==> config.mk <==
export PLATFORM = sky130hd
export DESIGN_NAME = mem_port_arbiter
export DESIGN_NICKNAME = d
export VERILOG_FILES = /design/src/rtl/mem_port_arbiter.sv
export SDC_FILE = /design/constraint.sdc
export NUM_CORES = 1
export LEC_CHECK = 0
export BUFFER_PORTS_ARGS = -buffer_cell sky130_fd_sc_hd__clkbuf_2
export CAP_MARGIN = 20
export CORE_AREA = 2 2 257 259
export CTS_BUF_LIST = sky130_fd_sc_hd__clkbuf_2
export DETAILED_ROUTE_END_ITERATION = 12
export DIE_AREA = 0 0 259 261
export SLEW_MARGIN = 25
export SYNTH_ARGS = -nofsm -noshare
export SYNTH_HDL_FRONTEND = slang
export SYNTH_SLANG_ARGS = --single-unit
==> constraint.sdc <==
create_clock -name clk -period 2.2 [get_ports clk]
set_input_delay 0.22 -clock clk [delete_from_list [all_inputs] [get_ports clk]]
set_output_delay 0.22 -clock clk [all_outputs]
set_load 0.01 [all_outputs]
==> src/rtl/mem_port_arbiter.sv <==
// mem_port_arbiter: shares one memory port among PTW, data (D) and fetch (I).
// One transaction in flight; each requester stays stalled until its done pulse.
// Build option: define ARB_ROUND_ROBIN_EN to alternate D/I priority (PTW stays first).
module mem_port_arbiter #(
  parameter int ADDR_W = 64,
  parameter int DATA_W = 64
) (
  input  logic                clk,
  input  logic                rst,
  input  logic                ptw_ren,
  input  logic [ADDR_W-1:0]   ptw_addr,
  output logic [DATA_W-1:0]   ptw_rdata,
  output logic                ptw_stall,
  input  logic                d_req,
  input  logic                d_we,
  input  logic [ADDR_W-1:0]   d_addr,
  input  logic [DATA_W-1:0]   d_wdata,
  input  logic [DATA_W/8-1:0] d_wmask,
  output logic [DATA_W-1:0]   d_rdata,
  output logic                d_stall,
  input  logic                i_req,
  input  logic [ADDR_W-1:0]   i_addr,
  output logic [DATA_W-1:0]   i_rdata,
  output logic                i_stall,
  output logic                mem_req,
  output logic                mem_we,
  output logic [ADDR_W-1:0]   mem_addr,
  output logic [DATA_W-1:0]   mem_wdata,
  output logic [DATA_W/8-1:0] mem_wmask,
  input  logic                mem_ack,
  input  logic [DATA_W-1:0]   mem_rdata,
  output logic [1:0]          owner
);
  localparam int MASK_W = DATA_W / 8;

  typedef enum logic [1:0] {IDLE, BUSY, RESP} state_t;
  typedef enum logic [1:0] {OWN_NONE = 2'd0, OWN_PTW = 2'd1, OWN_D = 2'd2, OWN_I = 2'd3} own_t;
  typedef struct packed {
    logic              we;
    logic [ADDR_W-1:0] addr;
    logic [DATA_W-1:0] wdata;
    logic [MASK_W-1:0] wmask;
  } mem_cmd_t;

  state_t   state, state_nxt;
  own_t     grant;
  mem_cmd_t cmd_nxt;
  logic     own_live;
  logic     ptw_done, d_done, i_done;
`ifdef ARB_ROUND_ROBIN_EN
  logic     last_i;  // 1: I won the most recent D/I grant
`endif

  // Done pulses are ignored while reset is held so stall follows the request
  assign ptw_stall = ptw_ren & ~(ptw_done & ~rst);
  assign d_stall   = d_req   & ~(d_done   & ~rst);
  assign i_stall   = i_req   & ~(i_done   & ~rst);

  // Winner selection, winner's command, owner liveness and next state
  always_comb begin
    state_nxt = state;
    grant     = OWN_NONE;
    cmd_nxt   = '0;
    own_live  = 1'b0;
    if (ptw_ren) grant = OWN_PTW;
`ifdef ARB_ROUND_ROBIN_EN
    else if (d_req && (!i_req || last_i)) grant = OWN_D;
    else if (i_req) grant = OWN_I;
`else
    else if (d_req) grant = OWN_D;
    else if (i_req) grant = OWN_I;
`endif
    case (grant)
      OWN_PTW: cmd_nxt.addr = ptw_addr;
      OWN_D: begin
        cmd_nxt.we    = d_we;
        cmd_nxt.addr  = d_addr;
        cmd_nxt.wdata = d_wdata;
        cmd_nxt.wmask = d_we ? d_wmask : '0;
      end
      OWN_I:   cmd_nxt.addr = i_addr;
      default: ;
    endcase
    case (owner)
      OWN_PTW: own_live = ptw_ren;
      OWN_D:   own_live = d_req;
      OWN_I:   own_live = i_req;
      default: own_live = 1'b0;
    endcase
    case (state)
      IDLE:    if (grant != OWN_NONE) state_nxt = BUSY;
      BUSY:    if (mem_ack) state_nxt = RESP;
      RESP:    state_nxt = IDLE;
      default: state_nxt = IDLE;
    endcase
  end

  // FSM state register
  always_ff @(posedge clk) begin
    if (rst) state <= IDLE;
    else     state <= state_nxt;
  end

  // Memory command latch, read-data capture and done pulses
  always_ff @(posedge clk) begin
    if (rst) begin
      mem_req   <= 1'b0;
      mem_we    <= 1'b0;
      mem_addr  <= '0;
      mem_wdata <= '0;
      mem_wmask <= '0;
      owner     <= OWN_NONE;
      ptw_rdata <= '0;
      d_rdata   <= '0;
      i_rdata   <= '0;
      ptw_done  <= 1'b0;
      d_done    <= 1'b0;
      i_done    <= 1'b0;
    end else begin
      case (state)
        IDLE: if (grant != OWN_NONE) begin
          mem_req   <= 1'b1;
          mem_we    <= cmd_nxt.we;
          mem_addr  <= cmd_nxt.addr;
          mem_wdata <= cmd_nxt.wdata;
          mem_wmask <= cmd_nxt.wmask;
          owner     <= grant;
        end
        BUSY: if (mem_ack) begin
          mem_req <= 1'b0;
          // An owner that dropped its request gets neither data nor done
          if (own_live) begin
            case (owner)
              OWN_PTW: begin ptw_rdata <= mem_rdata; ptw_done <= 1'b1; end
              OWN_D: begin
                if (!mem_we) d_rdata <= mem_rdata;
                d_done <= 1'b1;
              end
              OWN_I:   begin i_rdata <= mem_rdata; i_done <= 1'b1; end
              default: ;
            endcase
          end
        end
        RESP: begin
          ptw_done <= 1'b0;
          d_done   <= 1'b0;
          i_done   <= 1'b0;
          owner    <= OWN_NONE;
        end
        default: ;
      endcase
    end
  end

`ifdef ARB_ROUND_ROBIN_EN
  // Remember which of D/I won last so the other goes first next time
  always_ff @(posedge clk) begin
    if (rst) last_i <= 1'b1;
    else if (state == IDLE && grant == OWN_D) last_i <= 1'b0;
    else if (state == IDLE && grant == OWN_I) last_i <= 1'b1;
  end
`endif
endmodule

Yosys cells after proc, flatten, opt, wreduce, memory -nomap -nowiden

Index checks and enable logic that the tools add are counted.

Bits in registers: 337
Bits of input ports: 335
Word-level logic and storage cells: 81

Eq/ne operators: 14
Mux-type cells: 28
Bitwise logic cells: 11
Reductions and logical operators: 15

Operators with widths:

| cell                                                                     | number |
|---|---|
| 64-bit one-hot mux with 3 select lines                                   | 1 |
| 72-bit two-way mux                                                       | 1 |
| 4-bit AND reduction                                                      | 5 |
| 1-bit two-way mux                                                        | 12 |
| 2-bit two-way mux                                                        | 6 |
| 2-bit equality test (second input constant)                              | 5 |
| 8-bit two-way mux                                                        | 1 |
| 2-bit inequality test (second input constant)                            | 4 |
| 1-bit one-hot mux with 2 select lines                                    | 4 |
| 2-bit one-hot mux with 2 select lines                                    | 2 |
| 2-bit nonzero test                                                       | 4 |
| 1-bit AND                                                                | 6 |
| 2-bit by 1-bit equality test with 1-bit output (second input constant)   | 3 |
| 2-bit AND reduction                                                      | 3 |
| 1-bit inverter                                                           | 5 |
| 5-bit AND reduction                                                      | 1 |
| 2-bit by 1-bit inequality test with 1-bit output (second input constant) | 2 |
| 1-bit one-hot mux with 3 select lines                                    | 1 |
| 3-bit AND reduction                                                      | 1 |
| 2-bit zero test                                                          | 1 |

Logic depth before layout (Yosys ltp)

Depth in word-level cells: 6
Mapped depth: 7
Gate-level depth less buffers: 4

Least setup slack after synthesis

OpenSTA, ideal clock, no wires.

Path kind: reg-to-reg
Start: register owner[0]
End: register d_rdata[10]
Data arrival time: 1,442 ps
Required time: 2,057 ps
Slack: 614 ps
Stages on the path, launching flop included: 7
Path buffers: 3
Cells stage by stage: dfxtp_1 > clkbuf_1 > or4_1 > buf_4 > buf_6 > nand2_1 > a21oi_2

Longest elaborated chain between the ends: 3
Elaborated cells between the ends (all ways): 5

Ends and longest elaborated chain:

| item                                        | line | source |
|---|---|---|
| from (decl)                                 | 32   | `output logic [1:0] owner` |
| from (signal assigned)                      | 127  | `owner <= grant;` |
| 2-bit equality test (tied with other cells) | 84   | `case (owner)` |
| 1-bit one-hot mux with 3 select lines       | 84   |  |
| 5-bit AND reduction (no source line) *      | -    |  |
| to (signal assigned)                        | 136  | `if (!mem_we) d_rdata <= mem_rdata;` |
| to (decl)                                   | 19   | `output logic [DATA_W-1:0] d_rdata,` |

Mark *: on every way between the ends. The rest lies on a longest branch, timed or not.
A chain may end at the register's enable or synchronous reset.

Worst setup path after layout

Start: input port d_req
End: register mem_addr[27]

Longest elaborated chain between the ends: 4
Elaborated cells between the ends (all ways): 8

Ends and longest elaborated chain:

| item                                                                          | line | source |
|---|---|---|
| from (decl)                                                                   | 14   | `input logic d_req,` |
| 2-bit two-way mux *                                                           | 70   | `else if (d_req) grant = OWN_D;` |
| 2-bit two-way mux *                                                           | 65   | `if (ptw_ren) grant = OWN_PTW;` |
| 2-bit equality test (tied with other cells)                                   | 73   | `case (grant)` |
| 64-bit one-hot mux with 3 select lines or 2-bit AND reduction (tied branches) | -    |  |
| to (signal assigned)                                                          | 124  | `mem_addr <= cmd_nxt.addr;` |
| to (decl)                                                                     | 27   | `output logic [ADDR_W-1:0] mem_addr,` |

Marked as above.

==> results.sh <==
export IMPL_crit_chain="dlygate4sd3_1, clkbuf_2, buf_6, a221o_1, dlygate4sd3_1, nand3_1, a21oi_1, dlygate4sd3_1"
export IMPL_start_util_pct=20.2
export IMPL_cp_arrival_ps=3290
export IMPL_yosys_top_cells_count="525 x nand2_1, 337 x dfxtp_1, 312 x a21oi_1, 136 x nand3_1, 70 x clkbuf_1"
export IMPL_htreeDepth=3
export IMPL_numCtsBuffers=92
export IMPL_die_height_um=261
export IMPL_period_needed_ps=2330
export IMPL_p_leak_nw=10.3
export IMPL_cts_tree="built"
export IMPL_violations="setup timing"
export IMPL_hold_viol=0
export IMPL_synth_mux_area_fraction_pct=0
export IMPL_peakVddDrop_mv=0.390
export IMPL_yosys_area_share_simple_pct=24.7
export IMPL_slowest_stage="dlygate4sd3_1"
export IMPL_dp_hpwl_mm=37.4
export IMPL_die_area_sq_um=67600
export IMPL_place_ws_ps=319
export IMPL_async_flop_share_pct=0
export IMPL_viasPerCell=4.55
export IMPL_fin_crit_sh_pct=106
export IMPL_synth_adder_area_share_pct=0
export IMPL_grt_max_degree=132
export IMPL_min_path_type="in2reg"
export IMPL_synth_main_ff_cell="dfxtp_1"
export IMPL_drt_wl_total_mm=68.1
export IMPL_maxSlewHeadroom_pct=55.0
export IMPL_yosysUniqueCellTypes=32
export IMPL_start_kind="primary input"
export IMPL_gp_congestion=0.828
export IMPL_chipWidth_um=259
export IMPL_crit_path_max_incr_delay_ps=580
export IMPL_multiInputGateArea_sq_um=5710
export IMPL_yosysWarnings=0
export IMPL_crit_fanout=62
export IMPL_synth_top_area_share_pct=51.3
export IMPL_wire_per_inst_um=17.6
export IMPL_r2r_slack_ps=20
export IMPL_post_route_worst_setup_slack_ps=-129
export IMPL_syn_area_sq_um=13100
export IMPL_io_buffers=669
export IMPL_nets=3252
export IMPL_post_route_util_pct=37.8
export IMPL_synth_edf_count=0
export IMPL_tightest_slew_ps=676
export IMPL_crit_path_end_kind="flip-flop"
export IMPL_cts_buffer_depth=3
export IMPL_powerDensity_nw_per_um2=570
export IMPL_synth_compound_area_share_pct=18.5
export IMPL_path_clk_slew_ps=110
export IMPL_rows=94
export IMPL_antenna_found_initial=10
export IMPL_cts_root_buf="clkbuf_2"
export IMPL_grt_pass1_wl_mm=97.6
export IMPL_grt_pass1_vias=17564
export IMPL_cap_viol_max_count=0
export IMPL_synth_xor_area_share_pct=0
export IMPL_clock_sinks=337
export IMPL_hold_worst_slack_ps=176
export IMPL_clk_latency_ps=1070
export IMPL_drive_gt1_share_pct=29.9
export IMPL_status="finished with violations"
export IMPL_crit_top_cell="dlygate4sd3_1"
export IMPL_num_io_pins=670
export IMPL_setup_viol=10
export IMPL_grtUsageTotal_pct=18.3
export IMPL_drc=0
export IMPL_design_core_area_sq_um=65000
export IMPL_drt_pass1_iter_count=6
export IMPL_area_sequential_sq_um=6750
export IMPL_synth_top_family_by_area="simple AND/OR/NAND/NOR gates"
export IMPL_path_class="in2reg"
export IMPL_max_freq_ghz=0.429
export IMPL_ys_seq_area_share_pct=51.3
export IMPL_clock_skew_ps=89.6
export IMPL_synth_net_count=1976
export IMPL_grt_overflow=0
export IMPL_antenna_left=0
export IMPL_vias=17573
export IMPL_syn_inst=1641
export IMPL_path_delay_family="buffers and inverters"
export IMPL_required_ps=3160
export IMPL_synth_most_common_cell="nand2_1"
export IMPL_drtIter0Drc=1276
export IMPL_yosys_top_cells_area="dfxtp_1 51%, nand2_1 15%, a21oi_1 12%"
export IMPL_synth_seq_cells=337
export IMPL_path_buf_inv=5
export IMPL_yosysTopAreaCell="dfxtp_1"
export IMPL_n_fill_cell=6304
export IMPL_avgSynthCellArea_sq_um=8.01
export IMPL_maxSlewViolCount=0
export IMPL_area_growth_pct=87.3
## cells by family (layout without fill, tap and decap cells)
family | Yosys count | count (layout)
buf+inv | 149 | 1492
compound gates | 402 | 402
other cells | 0 | 17
simple gates | 753 | 753
flops | 337 | 337
## registers in the layout (all words and copies together), names as in the netlist
signal and flops:
state 2, d_rdata 64, mem_we 1, mem_wdata 64, mem_addr 64, i_done 1
ptw_done 1, owner 2, mem_wmask 8, ptw_rdata 64, d_done 1, mem_req 1
i_rdata 64
## metal layers
layer  GRT usage, %  vias to the layer above  wire length (um)  part of all wire (%)
met3           5.29                      241              5600                   8.2
met5              0                        -                 0                     0
met1           20.2                     8154             25900                    38
met2           31.6                     1015             33400                    49
met4           10.5                        0              3290                   4.8
li1               -                     8163                 -                     -
## cell usage in the layout, fill, tap and decap left out, types with 2 or more instances in the layout
cell	n
dfxtp_1	332
bufinv_16	3
diode_2	17
a21oi_2	21
dlygate4sd3_1	613
buf_4	25
nand3_1	136
nand2b_1	64
clkinv_2	2
a21boi_1	2
buf_6	4
clkbuf_16	5
buf_12	15
nand2_1	525
nor2b_4	2
clkinv_1	26
nor3_1	3
dfxtp_2	5
clkbuf_2	792
nor2_1	10
a21oi_1	312
a221o_1	64
## cell type report
cell class / count / area share, %
well taps: 864 / 4.39
multi-input cells: 1155 / 23.2
inverters: 1 / 0.0152
clock buffers: 127 / 2.58
clock inverters: 34 / 0.905
repair buffers: 1330 / 41.3
diodes: 17 / 0.173
flip-flops and latches: 337 / 27.4
## worst register-to-register path: stages (launching register included)
cell and delay [ps]:
dfxtp_1 370, buf_4 180, nor3_4 310, buf_12 200, buf_4 180, nand3_1 100
dlygate4sd3_1 610, a21oi_1 160
## through the flow
| step | cells | instance area, sq um | power (mW) | TNS (ps) |
|---|---|---|---|---|
| global route | 3862 | 24600 | 14.8 | -114 |
| CTS | 3835 | 24400 | 14.0 | -7.20 |
| floorplan | 1641 | 13100 | 7.38 | 0 |
| finish | 3865 | 24600 | 14.0 | -388 |
| global placement | 3060 | 17400 | 8.28 | 0 |
| detailed placement | 3060 | 17400 | 8.29 | 0 |
## final timing paths
kind | start | endpoint | depth (start not counted)
worst max-delay path | d_req | mem_addr[27]$_SDFFE_PP0P_ | 8
worst min-delay path | mem_ack | state[1]$_SDFFE_PP0P_ | 4
worst max register to register | state[0]$_SDFFE_PP0P_ | mem_addr[17]$_SDFFE_PP0P_ | 7
worst min register to register | mem_wmask[6]$_SDFFE_PP0P_ | mem_wmask[6]$_SDFFE_PP0P_ | 2
## where the power goes
group	internal [mW]	total [mW]	leakage, nW	switching (mW)
Clock	1.92	4.76	0.627	2.83
Combinational	1.50	2.85	6.98	1.35
Sequential	6.29	6.42	2.74	0.132
Total	9.71	14.0	10.3	4.32
## timing repair
item / in CTS / in global routing
setup endpoints to repair: 5 / 48
setup buffers: 0 / 8
pin swaps: 1 / 4
hold endpoints to repair: 337 / 0
gates cloned: 0 / 5
gates resized for setup: 8 / 8
hold buffers: 614 / 0
Power figures use the tool's default switching activity.
